## config.mk

```make
export PLATFORM = sky130hd
export DESIGN_NAME = btn_debounce_multi
export DESIGN_NICKNAME = d
export VERILOG_FILES = /design/src/rtl/debounce_pkg.sv /design/src/rtl/debounce_ch.sv /design/src/rtl/btn_debounce_multi.sv
export SDC_FILE = /design/constraint.sdc
export NUM_CORES = 1
export LEC_CHECK = 0
export ABC_AREA = 0
export BUFFER_PORTS_ARGS = -buffer_cell sky130_fd_sc_hd__buf_4
export CORE_UTILIZATION = 40
export DETAILED_ROUTE_END_ITERATION = 7
export GPL_ROUTABILITY_DRIVEN = 0
export PLACE_DENSITY_LB_ADDON = 0.1
export SLEW_MARGIN = 20
export SYNTH_ARGS = -nofsm -noshare
export SYNTH_HDL_FRONTEND = slang
export SYNTH_SLANG_ARGS = --single-unit
```

## constraint.sdc

```tcl
create_clock -name clk -period 1.95 [get_ports clk]
set_input_delay 0.0975 -clock clk [delete_from_list [all_inputs] [get_ports clk]]
set_output_delay 0.0975 -clock clk [all_outputs]
set_load 0.05 [all_outputs]
```

## src/rtl/debounce_pkg.sv

```systemverilog
// debounce_pkg: default configuration and counter-width helpers shared by the debouncer files.
package debounce_pkg;
  localparam int NCH_DEF        = 4;
  localparam int SAMPLE_DIV_DEF = 100000;
  localparam int STABLE_CNT_DEF = 8;
  localparam int LONG_TICKS_DEF = 50;

  function automatic int cnt_w(input int max_val);
    return (max_val < 2) ? 1 : $clog2(max_val + 1);
  endfunction

  localparam int DIV_W_DEF  = cnt_w(SAMPLE_DIV_DEF - 1);
  localparam int STB_W_DEF  = cnt_w(STABLE_CNT_DEF);
  localparam int LONG_W_DEF = cnt_w(LONG_TICKS_DEF);
endpackage

```

## src/rtl/debounce_ch.sv

```systemverilog
// debounce_ch: one button channel: synchronizer, tick-sampled qualification, edge pulses.
// The long-press detector is built only when BTN_LONG_PRESS_EN is defined.
module debounce_ch
  import debounce_pkg::*;
#(
  parameter int STABLE_CNT = STABLE_CNT_DEF
`ifdef BTN_LONG_PRESS_EN
  ,
  parameter int LONG_TICKS = LONG_TICKS_DEF
`endif
) (
  input  logic clk,
  input  logic rst_n,
  input  logic i_tick,
  input  logic i_btn,
  output logic o_level,
  output logic o_rise,
  output logic o_fall,
  output logic o_long
);
  localparam int STB_W = cnt_w(STABLE_CNT);

  logic [1:0]       r_sync;
  logic [STB_W-1:0] r_cnt;
  logic             r_level;
  logic             r_rise;
  logic             r_fall;
  logic             w_diff;
  logic             w_flip;

  assign w_diff = r_sync[1] ^ r_level;
  // Toggle on the tick that would bring the disagreement count to STABLE_CNT.
  assign w_flip = i_tick & w_diff & (r_cnt == STB_W'(STABLE_CNT - 1));

  always_ff @(posedge clk or negedge rst_n) begin
    if (!rst_n) begin
      r_sync  <= '0;
      r_cnt   <= '0;
      r_level <= 1'b0;
      r_rise  <= 1'b0;
      r_fall  <= 1'b0;
    end else begin
      r_sync <= {r_sync[0], i_btn};
      r_rise <= w_flip & ~r_level;
      r_fall <= w_flip & r_level;
      if (w_flip) begin
        r_level <= ~r_level;
        r_cnt   <= '0;
      end else if (i_tick) begin
        r_cnt <= w_diff ? r_cnt + 1'b1 : '0;
      end
    end
  end

  assign o_level = r_level;
  assign o_rise  = r_rise;
  assign o_fall  = r_fall;

`ifdef BTN_LONG_PRESS_EN
  localparam int LONG_W = cnt_w(LONG_TICKS);

  logic [LONG_W-1:0] r_lcnt;
  logic              r_long;

  always_ff @(posedge clk or negedge rst_n) begin
    if (!rst_n) begin
      r_lcnt <= '0;
      r_long <= 1'b0;
    end else begin
      r_long <= i_tick & r_level & (r_lcnt == LONG_W'(LONG_TICKS - 1));
      if (!r_level)
        r_lcnt <= '0;
      else if (i_tick && r_lcnt != LONG_W'(LONG_TICKS))
        r_lcnt <= r_lcnt + 1'b1;
    end
  end

  assign o_long = r_long;
`else
  assign o_long = 1'b0;
`endif
endmodule

```

## src/rtl/btn_debounce_multi.sv

```systemverilog
// btn_debounce_multi: NCH independent button debouncers sharing one sample-tick divider.
// Define BTN_LONG_PRESS_EN to enable the per-channel long-press pulse on btn_long.
module btn_debounce_multi
  import debounce_pkg::*;
#(
  parameter int NCH        = NCH_DEF,
  parameter int SAMPLE_DIV = SAMPLE_DIV_DEF,
  parameter int STABLE_CNT = STABLE_CNT_DEF,
  parameter int LONG_TICKS = LONG_TICKS_DEF
) (
  input  logic           clk,
  input  logic           rst_n,
  input  logic [NCH-1:0] btn_in,
  output logic [NCH-1:0] btn_level,
  output logic [NCH-1:0] btn_rise,
  output logic [NCH-1:0] btn_fall,
  output logic [NCH-1:0] btn_long
);
  localparam int DIV_W = cnt_w(SAMPLE_DIV - 1);

  if (NCH < 1 || NCH > 32 || SAMPLE_DIV < 1 || STABLE_CNT < 1 || STABLE_CNT > 255 || LONG_TICKS < 1) begin : g_bad_cfg
    $error("btn_debounce_multi: illegal parameter combination");
  end

  logic [DIV_W-1:0] r_div;
  logic             w_tick;

  assign w_tick = (r_div == DIV_W'(SAMPLE_DIV - 1));

  always_ff @(posedge clk or negedge rst_n) begin
    if (!rst_n)
      r_div <= '0;
    else
      r_div <= w_tick ? '0 : r_div + 1'b1;
  end

  for (genvar i = 0; i < NCH; i++) begin : g_ch
    debounce_ch #(
      .STABLE_CNT(STABLE_CNT)
`ifdef BTN_LONG_PRESS_EN
      ,
      .LONG_TICKS(LONG_TICKS)
`endif
    ) u_ch (
      .clk    (clk),
      .rst_n  (rst_n),
      .i_tick (w_tick),
      .i_btn  (btn_in[i]),
      .o_level(btn_level[i]),
      .o_rise (btn_rise[i]),
      .o_fall (btn_fall[i]),
      .o_long (btn_long[i])
    );
  end
endmodule

```

==> metrics, run 1 <==
status finished with violations; failing checks negative setup slack; Crit path largest cell delay 0.65 ns; P_leak 1.33 nW; crit-path cells or4_4 -> or4_4 -> nor4b_4; syn_area_per_cell 10.6 µm²; post-layout minimum cycle time 1.97 ns; RSZ-0062 raised after global routing yes; initial core utilization 42.3%; Skew-Pair Late Insertion Delay 0.30 ns; TritonCTS clock tree yes; wire per inst 13.8 µm; Fmax 509 MHz; Die Wd 81.8 µm; via density per instance 5.18; Required @ worst endpoint 2.16 ns; drt first pass iters 4; share of cells above drive strength 1 23.5%; Gate Count Post-Synth 241; first-pass GRT wire length 7.99 mm; Congestion Overflow GR 0; largest family of logic cells by synthesized area simple AND/OR/NAND/NOR gates; Pins Over Slew Limit 0; antenna violations before repair 0; fin worst setup slack -0.0157 ns; synthesized area 0.00255 mm²; most crowded layer after global routing met2; final worst-path cycle share 101%; core area 0.00603 mm²; crit path DAT 2.18 ns; number of diodes 0; number of synthesized register bits 53; area share of fa/ha/maj cells after synthesis 2.45%; synth unique cells 33; slowest CP cell or4_4; multiplexer area fraction after synthesis 0%; grt met3 use 3.33%; Synth Flop Type dfrtp_1; Total GRT Usage 15.9%; I/O pins 22; 1st-iter DRT viols 86; via count 1,796; root buf cell clkbuf_8; Least-Margin Pin Slew 0.665 ns; Power Total 1.80 mW; fin nets 283; cell repeated most along the worst path or4_4; post-DP HPWL 3.20 mm; Sum Neg Setup Slack -0.0382 ns; final setup fails 4; critical path peak fanout 8; met1 Usage GRT 19.1%; Post-synth EDFFs 0; CP delay by family, top simple AND/OR/NAND/NOR gates; power per standard cell area 602 mW/mm²; xor/xnor share of the synthesized area 6.18%; Die Area 0.00670 mm²; highest ir drop seen on vdd 0.374 mV; Die H 81.8 µm; Row Count 28; min-delay worst type reg2reg; critical path class reg2reg; level count of the clock H-tree 2; met2 Usage GRT 28.1%; Antenna Nets Post-Route 0; clock buffer count from CTS 5; clk sinks 53; Compound-Gate Fraction of Synth Area 11.3%; Ys Warns 0; vias in the first global route 1,746; endpoints failing hold 0; DRT Wirelength 4.80 mm; simple-gate share of the synthesized area 20.3%; max_cap viols 0; asr flop ratio synth 100%; CP startpoint kind flip-flop; CTS Buffer Depth 2; sequential area share after synthesis 52.0%; headroom to the max-slew limit 55.6%; pin count of the biggest net entering global routing 54; IO Port Bufs 17; synthesis-to-layout area growth 17.4%; buffers plus inverters on the worst setup path 0; clock skew 0.00992 ns; critical path capture point type flip-flop; # DRC 0; Worst-path clk slew 0.09 ns
[per-stage QoR]
stage	instances	setup WS, ns	instance area [µm²]	utilization (%)	hold slack (ns)
global placement	333	0.0257	2790	46.2	0.185
finish	347	-0.0157	2990	49.7	0.354
floorplan	244	-0.118	2580	-	-0.198
detailed placement	333	-0.0107	2790	46.2	0.182
global route	347	-0.0586	2990	49.7	0.367
CTS	345	-0.0298	2930	48.6	0.357
[worst paths after layout]
check | startpoint | to | slack (ns) | depth (start not counted)
worst max-delay path | r_div[11] | g_ch[2].u_ch.o_fall | -0.02 | 3
worst min-delay path | g_ch[1].u_ch.r_sync[0] | g_ch[1].u_ch.r_sync[1] | 0.35 | 0
worst max register to register | r_div[11] | g_ch[2].u_ch.o_fall | -0.02 | 3
worst min register to register | g_ch[1].u_ch.r_sync[0] | g_ch[1].u_ch.r_sync[1] | 0.35 | 0
max in group asynchronous | rst_n | g_ch[1].u_ch.o_level | 1.14 | 2
min in group asynchronous | rst_n | g_ch[3].u_ch.o_fall | 0.36 | 2
[cell usage in the layout, fill, tap and decap left out, drive strengths merged, types with 7 or more instances in the layout]
master | netlist | final
buf | 18 | 40
a31oi | 8 | 8
nor2 | 18 | 18
o31ai | 9 | 9
nor2b | 8 | 8
clkbuf | 6 | 7
nand3 | 16 | 16
dfrtp | 53 | 53
inv | 8 | 8
o21ai | 20 | 20
nand4 | 9 | 9
xnor2 | 13 | 13
nand2 | 13 | 13
[Yosys cell counts (all sizes together) (6+ instances only)]
cell / instances / area [µm²]
nand2: 13 / 51.3
inv: 8 / 30.0
nor4: 6 / 56.3
o31ai: 9 / 67.6
xnor2: 13 / 114
nand3: 16 / 80.1
clkbuf: 6 / 22.5
a31oi: 8 / 50.1
nand4: 9 / 56.3
o21ai: 20 / 100
buf: 18 / 143
nor2: 18 / 67.6
nor2b: 8 / 50.1
dfrtp: 53 / 1330
[worst reg2reg max path, delay by kind of cell (launching register included)]
kind,cells,cell delay [ns]
flops,1,0.39
simple gates,3,1.48
[final cells by class]
class | instances | area (µm²)
Multi-Input combinational cell | 159 | 1100
Inverter | 8 | 30.0
Sequential cell | 53 | 1330
Timing Repair Buffer | 45 | 358
Clock buffer | 7 | 86.3
Fill cell | 554 | 3030
Tap cell | 75 | 93.8
[flip-flops by register name (all words and copies together), names as in the netlist]
signal / count
g_ch.u_ch.r_sync: 8
g_ch.u_ch.o_level: 4
g_ch.u_ch.r_cnt: 16
g_ch.u_ch.o_rise: 4
g_ch.u_ch.o_fall: 4
r_div: 17
[kinds of logic (layout without fill, tap and decap cells)]
family                     Yosys count  count (layout)
AOI/OAI and AO/OA                   46              46
xor gates and xnor gates            18              18
adders and majority gates            5               5
buffers and inverters               32              60
DFF                                 53              53
other                                1               4
and+or+nand+nor                     86              86
[power by group]
| part | total, mW | internal (mW) | switching (mW) | leakage, nW |
|---|---|---|---|---|
| clock | 0.623 | 0.283 | 0.340 | 0.0443 |
| combinational | 0.0665 | 0.0175 | 0.0490 | 0.575 |
| sequential | 1.11 | 1.11 | 0.00710 | 0.708 |
| total | 1.80 | 1.41 | 0.396 | 1.33 |
[per-layer routing]
layer	share of wire (%)	up-vias
li1	-	903
met1	48	868
met2	49	19
met3	2.4	6
met4	1.0	0
met5	0	-
[repair_timing]
item                                   4_1_cts  5_1_grt
pin swaps                                    2        1
setup buffers                                0        2
endpoints found under the hold margin       57        0
hold buffers                                 5        0
resized for setup                            1       10
setup endpoints to repair                    2       28
Note: power is estimated with default switching activity, not from simulation.
==> inputs of run 2 (changes only) <==
CELL_PAD_IN_SITES_DETAIL_PLACEMENT = 1   (was unset)
CELL_PAD_IN_SITES_GLOBAL_PLACEMENT = 2   (was unset)
CORE_ASPECT_RATIO = 1.25   (was unset)
CORE_MARGIN = 2   (was unset)
CORE_UTILIZATION = 35   (was 40)
==> metrics, run 2 (synthesized netlist as in run 1, its figures left out) <==
Pins Over Slew Limit 0 (unchanged); Skew-Pair Late Insertion Delay 0.31 ns (was 0.30 ns); share of cells above drive strength 1 25.1% (was 23.5%); Antenna Nets Post-Route 0 (unchanged); DRT Wirelength 5.71 mm (was 4.80 mm); initial core utilization 36.3% (was 42.3%); # DRC 0 (unchanged); Power Total 2.06 mW (was 1.80 mW); Placed Area 0.00281 mm² (was 0.00279 mm²); via density per instance 5.21 (was 5.18); clock buffer count from CTS 5 (unchanged); fin worst setup slack -0.00988 ns (was -0.0157 ns); drt first pass iters 4 (unchanged); post-layout minimum cycle time 1.96 ns (was 1.97 ns); 1st-iter DRT viols 74 (was 86); TritonCTS clock tree yes (unchanged); crit path DAT 2.18 ns (about the same); critical path peak fanout 8 (unchanged); root buf cell clkbuf_8 (unchanged); Required @ worst endpoint 2.17 ns (was 2.16 ns); slowest CP cell or4_4 (unchanged); Congestion Overflow GR 0 (unchanged); critical path class reg2reg (unchanged); CP startpoint kind flip-flop (unchanged); hold_ws 0.362 ns (was 0.354 ns); Largest register FFs 17 (unchanged); failing checks negative setup slack (unchanged); critical path capture point type flip-flop (unchanged); Largest regs r_div (17), g_ch.u_ch.r_cnt (16), g_ch.u_ch.r_sync (8) (unchanged); Row Count 34 (was 28); min-delay worst type reg2reg (unchanged); via count 1,903 (was 1,796); most crowded layer after global routing met2 (unchanged); pin count of the biggest net entering global routing 54 (unchanged); Worst-path clk slew 0.10 ns (was 0.09 ns); first-pass GRT wire length 10.2 mm (was 7.99 mm); crit-path cells or4_4 -> or4_4 -> nor4b_4 (unchanged); clk sinks 53 (unchanged); P_leak 1.35 nW (was 1.33 nW); grt met3 use 3.90% (was 3.33%); Die Wd 80.3 µm (was 81.8 µm); I/O pins 22 (unchanged); clock skew 0.00604 ns (was 0.00992 ns); IO Port Bufs 17 (unchanged); power per standard cell area 673 mW/mm² (was 602 mW/mm²); met1 Usage GRT 19.2% (was 19.1%); headroom to the max-slew limit 54.7% (was 55.6%); fin nets 285 (was 283); status finished with violations (unchanged); cell repeated most along the worst path or4_4 (unchanged); final setup fails 5 (was 4); number of diodes 0 (unchanged); commonest non-fill, non-tap cell in the layout dfrtp_1 (unchanged); met2 Usage GRT 28.7% (was 28.1%); synthesis-to-layout area growth 20.4% (was 17.4%); Total GRT Usage 16.3% (was 15.9%); Die Area 0.00799 mm² (was 0.00670 mm²); final instance area 0.00307 mm² (was 0.00299 mm²); most frequent cells in the layout dfrtp_1 (53), buf_4 (40), o21ai_0 (19) (was dfrtp_1 (53), buf_4 (39), o21ai_0 (20)); vias in the first global route 2,146 (was 1,746); Crit path largest cell delay 0.65 ns (about the same); wire per inst 15.6 µm (was 13.8 µm); highest ir drop seen on vdd 0.314 mV (was 0.374 mV); post-DP HPWL 3.95 mm (was 3.20 mm); most flop-heavy register r_div (unchanged); endpoints failing hold 0 (unchanged); Least-Margin Pin Slew 0.679 ns (was 0.665 ns); RSZ-0062 raised after global routing yes (unchanged); final worst-path cycle share 101% (about the same); buffers plus inverters on the worst setup path 0 (unchanged); Die H 99.4 µm (was 81.8 µm); CP delay by family, top simple AND/OR/NAND/NOR gates (unchanged); max_cap viols 0 (unchanged); antenna violations before repair 0 (unchanged); Fmax 510 MHz (was 509 MHz); level count of the clock H-tree 2 (unchanged); CTS Buffer Depth 2 (unchanged); core area 0.00702 mm² (was 0.00603 mm²)
-- run 2: final timing paths --
| check | startpoint | end | slack (ns) | cells after the start |
|---|---|---|---|---|
| setup / recovery | r_div[13] | g_ch[1].u_ch.o_fall | -0.01 | 3 |
| hold / removal | g_ch[0].u_ch.r_sync[0] | g_ch[0].u_ch.r_sync[1] | 0.36 | 0 |
| max in group asynchronous | rst_n | r_div[10] | 1.14 | 2 |
| hold reg to reg | g_ch[0].u_ch.r_sync[0] | g_ch[0].u_ch.r_sync[1] | 0.36 | 0 |
| setup reg to reg | r_div[13] | g_ch[1].u_ch.o_fall | -0.01 | 3 |
| min in group asynchronous | rst_n | g_ch[3].u_ch.r_cnt[0] | 0.37 | 2 |
-- run 2: layout make-up --
| class | instances | area, µm² |
|---|---|---|
| Clock buffer | 5 | 68.8 |
| Clock inverter | 3 | 65.1 |
| Fill cell | 803 | 3950 |
| Inverter | 8 | 30.0 |
| Multi-Input combinational cell | 159 | 1090 |
| Sequential cell | 53 | 1330 |
| Tap cell | 90 | 113 |
| Timing Repair Buffer | 47 | 373 |
-- run 2: report_power, final --
group / total [mW] / internal, mW / switching, mW
clock network: 0.883 / 0.510 / 0.373
registers: 1.11 / 1.11 / 0.00685
logic: 0.0687 / 0.0178 / 0.0509
total: 2.06 / 1.63 / 0.430
-- run 2: metal layers --
metal	up-vias	routed length (µm)
met5	-	0
met4	0	114
met3	9	113
met2	15	3070
met1	972	2410
li1	907	-
-- run 2: metrics by stage --
stage | std cells | setup TNS (ns) | worst slack (ns) | util (%)
6_report | 365 | -0.0232 | -0.00988 | 43.7
5_1_grt | 365 | -0.389 | -0.0706 | 43.7
4_1_cts | 362 | -0.105 | -0.0272 | 42.9
3_5_place_dp | 349 | -0.0376 | -0.0220 | 40.1
3_3_place_gp | 349 | 0 | 0.0106 | 40.1
2_1_floorplan | 244 | -0.728 | -0.118 | -
-- run 2: timing repair --
action	4_1_cts	5_1_grt
gates resized for setup	2	10
endpoints found under the hold margin	57	0
endpoints found under the setup margin	6	25
pin swaps	2	2
setup buffers	0	3
hold buffers	5	0
